<file path="config.mk">
export PLATFORM = sky130hd
export DESIGN_NAME = cordic_rotation_sequencer
export DESIGN_NICKNAME = d
export VERILOG_FILES = /design/src/rtl/cordic_rotation_sequencer.sv
export SDC_FILE = /design/constraint.sdc
export NUM_CORES = 1
export LEC_CHECK = 0
export ABC_AREA = 1
export CAP_MARGIN = 25
export CORE_ASPECT_RATIO = 0.6
export CORE_MARGIN = 4
export CORE_UTILIZATION = 40
export CTS_CLUSTER_SIZE = 16
export DETAILED_ROUTE_END_ITERATION = 16
export DONT_BUFFER_PORTS = 1
export PLACE_DENSITY_LB_ADDON = 0.05
export SYNTH_ARGS = -nofsm -noshare
export SYNTH_HDL_FRONTEND = slang
export SYNTH_SLANG_ARGS = --single-unit
</file>
<file path="constraint.sdc">
create_clock -name clock -period 6.3 [get_ports clock]
set_clock_uncertainty 0.2 [all_clocks]
set_input_delay 0.945 -clock clock [delete_from_list [all_inputs] [get_ports clock]]
set_output_delay 0.945 -clock clock [all_outputs]
set_load 0.005 [all_outputs]
</file>
<file path="src/rtl/cordic_rotation_sequencer.sv">
// Iterative rotation-mode CORDIC: takes a binary angle (2^32 = full circle) and
// returns cos/sin in signed Q2.30 after ITERATIONS micro-rotations.
module cordic_rotation_sequencer #(
   parameter int          ITERATIONS = 16,
   parameter logic [31:0] INIT_X     = 32'h26DD3B6A
) (
   input  logic        clock,
   input  logic        reset_n,
   input  logic        in_valid,
   output logic        in_ready,
   input  logic [31:0] in_angle,
   output logic        out_valid,
   input  logic        out_ready,
   output logic [31:0] out_cos,
   output logic [31:0] out_sin
);

   localparam logic [4:0] LAST_ITER = 5'(ITERATIONS - 1);

   typedef enum logic [1:0] {S_IDLE, S_ROTATE, S_CORRECT, S_DONE} state_t;

   state_t             r_state;
   state_t             w_next;
   logic signed [31:0] r_x;
   logic signed [31:0] r_y;
   logic signed [31:0] r_z;
   logic [4:0]         r_iter;
   logic               r_negate;

   logic signed [31:0] w_x_sh;
   logic signed [31:0] w_y_sh;
   logic signed [31:0] w_atan;
   logic               w_d;
   logic               w_reduce;

   // round(atan(2^-i) * 2^31 / pi); indices past 29 are never reached
   function automatic logic [31:0] atan_lut(input logic [4:0] idx);
      case (idx)
         5'd0:    return 32'h20000000;
         5'd1:    return 32'h12E4051E;
         5'd2:    return 32'h09FB385B;
         5'd3:    return 32'h051111D4;
         5'd4:    return 32'h028B0D43;
         5'd5:    return 32'h0145D7E1;
         5'd6:    return 32'h00A2F61E;
         5'd7:    return 32'h00517C55;
         5'd8:    return 32'h0028BE53;
         5'd9:    return 32'h00145F2F;
         5'd10:   return 32'h000A2F98;
         5'd11:   return 32'h000517CC;
         5'd12:   return 32'h00028BE6;
         5'd13:   return 32'h000145F3;
         5'd14:   return 32'h0000A2FA;
         5'd15:   return 32'h0000517D;
         5'd16:   return 32'h000028BE;
         5'd17:   return 32'h0000145F;
         5'd18:   return 32'h00000A30;
         5'd19:   return 32'h00000518;
         5'd20:   return 32'h0000028C;
         5'd21:   return 32'h00000146;
         5'd22:   return 32'h000000A3;
         5'd23:   return 32'h00000051;
         5'd24:   return 32'h00000029;
         5'd25:   return 32'h00000014;
         5'd26:   return 32'h0000000A;
         5'd27:   return 32'h00000005;
         5'd28:   return 32'h00000003;
         5'd29:   return 32'h00000001;
         default: return 32'h00000000;
      endcase
   endfunction

   assign w_x_sh    = r_x >>> r_iter;
   assign w_y_sh    = r_y >>> r_iter;
   assign w_atan    = atan_lut(r_iter);
   assign w_d       = r_z[31];
   // Quadrants 2 and 3 are folded by 180 degrees; the result is negated later
   assign w_reduce  = in_angle[31] ^ in_angle[30];
   assign in_ready  = (r_state == S_IDLE);
   assign out_valid = (r_state == S_DONE);

   always_ff @(posedge clock or negedge reset_n) begin
      if (!reset_n) r_state <= S_IDLE;
      else          r_state <= w_next;
   end

   always_comb begin
      w_next = r_state;
      case (r_state)
         S_IDLE:    if (in_valid) w_next = S_ROTATE;
         S_ROTATE:  if (r_iter == LAST_ITER) w_next = S_CORRECT;
         S_CORRECT: w_next = S_DONE;
         S_DONE:    if (out_ready) w_next = S_IDLE;
         default:   w_next = S_IDLE;
      endcase
   end

   always_ff @(posedge clock or negedge reset_n) begin
      if (!reset_n) begin
         r_x      <= '0;
         r_y      <= '0;
         r_z      <= '0;
         r_iter   <= '0;
         r_negate <= 1'b0;
         out_cos  <= '0;
         out_sin  <= '0;
      end else begin
         case (r_state)
            S_IDLE: begin
               if (in_valid) begin
                  r_x      <= INIT_X;
                  r_y      <= '0;
                  r_iter   <= '0;
                  r_negate <= w_reduce;
                  r_z      <= w_reduce ? (in_angle + 32'h80000000) : in_angle;
               end
            end
            S_ROTATE: begin
               if (w_d) begin
                  r_x <= r_x + w_y_sh;
                  r_y <= r_y - w_x_sh;
                  r_z <= r_z + w_atan;
               end else begin
                  r_x <= r_x - w_y_sh;
                  r_y <= r_y + w_x_sh;
                  r_z <= r_z - w_atan;
               end
               r_iter <= r_iter + 5'd1;
            end
            S_CORRECT: begin
               out_cos <= r_negate ? -r_x : r_x;
               out_sin <= r_negate ? -r_y : r_y;
            end
            default: ;
         endcase
      end
   end

endmodule

</file>
==> metrics.md <==
| Metric | Value |
|---|---|
| Ranking of synthesized cells by area | dfrtp_1 22%, nand2_1 19%, nand3_1 9.5%, ha_1 7.9%, o21ai_0 6.4% |
| Most frequent cells in the layout | 964 x nand2_1, 369 x nand3_1, 290 x inv_1, 275 x nor2_1, 249 x o21ai_0 |
| CTS clock-pin slew for the worst setup and hold paths | 80 ps |
| Nets | 3,310 |
| Met2 GRT Util | 41.32% |
| Initial DRC Count | 2,484 |
| Min cycle time layout | 5893 ps |
| Synth top area share | 21.61% |
| Mapped cell area | 0.01945 mm^2 |
| Commonest non-fill, non-tap cell in the layout | nand2_1 |
| GRT Util Overall | 30.59% |
| Drt wl/cell | 21.40 um |
| Drt via density | 5.699 |
| Worst hold path depth | 2 |
| Crit end category | flop |
| Chip Width | 292.7 um |
| Met3 Track Usage GR | 6.847% |
| Filler Cell Count | 5,151 |
| Std cell rows | 62 |
| Fmax | 0.1697 GHz |
| Starting Density | 40.57% |
| Worst R2R Path Depth | 25 |
| FF/Latch Area | 0.004208 mm^2 |
| Adder-Cell Fraction of Synth Area | 8.221% |
| Critical path fanouts, max | 49 |
| First-pass GRT wire length | 122.4 mm |
| Layout cells sized above 1 | 5.728% |
| # IOs | 102 |
| Cell taking the most area after synthesis | dfrtp_1 |
| CP max stage delay | 660 ps |
| GRT busiest layer | met1 |
| Setup Buffers After CTS | 0 |
| Hold path startpoint | r_z[7]$_DFFE_PN0P_ |
| Buffers on Ports | 0 |
| HP Class | reg -> reg |
| YS warnings | 0 |
| Ys async rst share | 100.0% |
| Initial antenna violation count | 1 |
| Clock sinks | 168 |
| Complex-gate fraction of the synthesized area | 15.91% |
| Height of the die | 178.8 um |
| Synth Area in Simple Gates | 37.82% |
| Setup_tns | 0 ps |
| Post-DRT Antenna Nets | 0 |
| Area delta synth->final | 6.979% |
| R2R Path Start | r_iter[0]$_DFFE_PN0P_ |
| Hold-fix buffers, CTS | 1 |
| Vias in the first global route | 19,540 |
| Worst-Skew Late Latency | 490 ps |
| Met1 Usage GRT | 48.66% |
| Netlist cell types | 59 |
| DR vias | 21,660 |
| CP max-delay cell | nor4_1 |
| Final Max Tran Viols | 0 |
| Dpl hpwl | 63.26 mm |
| Fin. Hold Viols | 0 |
| Largest net degree at the start of global routing | 169 |
| Combinational family with the most area after synthesis | simple AND/OR/NAND/NOR gates |
| 1st-pass router iterations | 6 |
| Max Cap Viol | 0 |
| Clock Tree Root | clkbuf_16 |
| Synth Flop Type | dfrtp_1 |
| GPL Wtd Cong | 0.9777 |
| XOR/XNOR share of the synthesized area | 7.159% |
| Worst slew pin tran | 994.2 ps |
| Startpoint Class | flop |
| Post-synth EDFFs | 0 |
| Status | finished clean |
| Kind of critical path | reg -> reg |
| Tcrit/Tclk final | 93.54% |
| Resized Gates After CTS | 0 |
| Bufs on Longest Clock Path | 2 |
| H-Tree Depth | 4 |
| Total gr overflow | 0 |
| Net Count, Synth | 3,361 |
| Die ar. | 0.05234 mm^2 |
| Drt drc | 0 |
| Worst path most repeated cell | nand3_1 |
| Endpoint of the worst hold path | r_z[7]$_DFFE_PN0P_ |
| RSZ-0062 raised after global routing | no |
| CTS tree | built |
| RR Endpoint | r_z[30]$_DFFE_PN0P_ |
| Worst path required time | 6510 ps |
| Synth Register Bits | 168 |
| Final wirelength | 81.34 mm |
| Area occupied by multi-input gates | 0.01346 mm^2 |
| Avg Cell Area, Syn | 6.080 um^2 |
| Seq/Total Area, Yosys | 21.61% |
| Final setup fails | 0 |
| Num CTS Buffers | 17 |
| Core area | 0.04794 mm^2 |
| Synth Instances | 3,199 |
| Worst reg-to-reg setup slack | 410 ps |
| Crit path arrival time | 6100 ps |
| Slew Limit Headroom | 33.72% |
| Mux cell area share after synthesis | 0% |
[layer usage]
| metal | vias to the layer above | routed length [um] |
|---|---|---|
| met3 | 75 | 7532 |
| met1 | 10170 | 41780 |
| li1 | 10440 | - |
| met4 | 2 | 1214 |
| met2 | 982 | 30790 |
| met5 | - | 19 |
[synthesized netlist by cell type (12+ instances only)]
library cell,number
o21ai_0,249
clkbuf_1,65
a21oi_1,186
nand2_1,964
inv_1,292
o211ai_1,16
ha_1,123
nor2_2,12
buf_2,38
buf_4,14
buf_1,14
nand4_1,21
inv_2,18
o22ai_1,25
dfrtp_1,168
nor2_1,276
a31oi_1,17
xnor2_1,45
nand2_2,15
xor2_1,114
nor4_1,12
nor3_1,28
nand3_1,369
[cell type report]
class / instances / area share [%]
multi-input combinational: 2584 / 64.69
sequential: 168 / 20.22
inverter: 313 / 5.658
tap: 640 / 3.848
timing repair buffer: 64 / 2.646
clock buffer: 17 / 2.044
clock inverter: 14 / 0.8839
antenna: 1 / 0.01203
[critical path, delay by kind of cell (launching register included)]
family                     cells  cell delay [ps]
and+or+nand+nor               16             3060
buffers and inverters          2              510
DFF                            1              440
xor gates and xnor gates       1              110
adders and majority gates      3              890
AOI/OAI and AO/OA              3              570
[sequential cells by signal, indices dropped and copies added (netlist names)]
signal    cells
out_cos      32
out_sin      32
r_iter        5
r_negate      1
r_state       2
r_x          32
r_y          32
r_z          32
[per-stage QoR]
stage / cells / setup WS, ps / instance area (um^2) / hold WS, ps / util [%]
global route: 3800 / 60.09 / 20810 / 322.9 / 43.40
detailed placement: 3768 / 569.7 / 20170 / 279.3 / 42.07
floorplan: 3199 / 1845 / 19450 / 255.3 / -
global placement: 3768 / 502.9 / 20170 / 272.6 / 42.07
finish: 3801 / 406.8 / 20810 / 302.0 / 43.40
CTS: 3800 / 545.4 / 20810 / 299.4 / 43.40
[logic make-up after synthesis]
family | Yosys count
compound gates | 562
flops | 168
xor+xnor | 159
buf+inv | 447
simple gates | 1737
fa+ha+maj | 126
[worst max-delay path by stage]
| stage | startpoint | to | slack [ps] |
|---|---|---|---|
| after floorplan | r_iter[1]$_DFFE_PN0P_ | r_z[30]$_DFFE_PN0P_ | 1840 |
| after detailed placement | r_iter[0]$_DFFE_PN0P_ | r_z[30]$_DFFE_PN0P_ | 570 |
| after global routing | r_iter[0]$_DFFE_PN0P_ | r_z[30]$_DFFE_PN0P_ | 60 |
| final | r_iter[0]$_DFFE_PN0P_ | r_z[30]$_DFFE_PN0P_ | 410 |
| after CTS | r_iter[0]$_DFFE_PN0P_ | r_z[30]$_DFFE_PN0P_ | 550 |
| after global placement | r_iter[0]$_DFFE_PN0P_ | r_z[30]$_DFFE_PN0P_ | 500 |
Power is left out: the tool's default activity adds up to more than one toggle a clock period on the data nets, which glitch-free logic cannot reach.
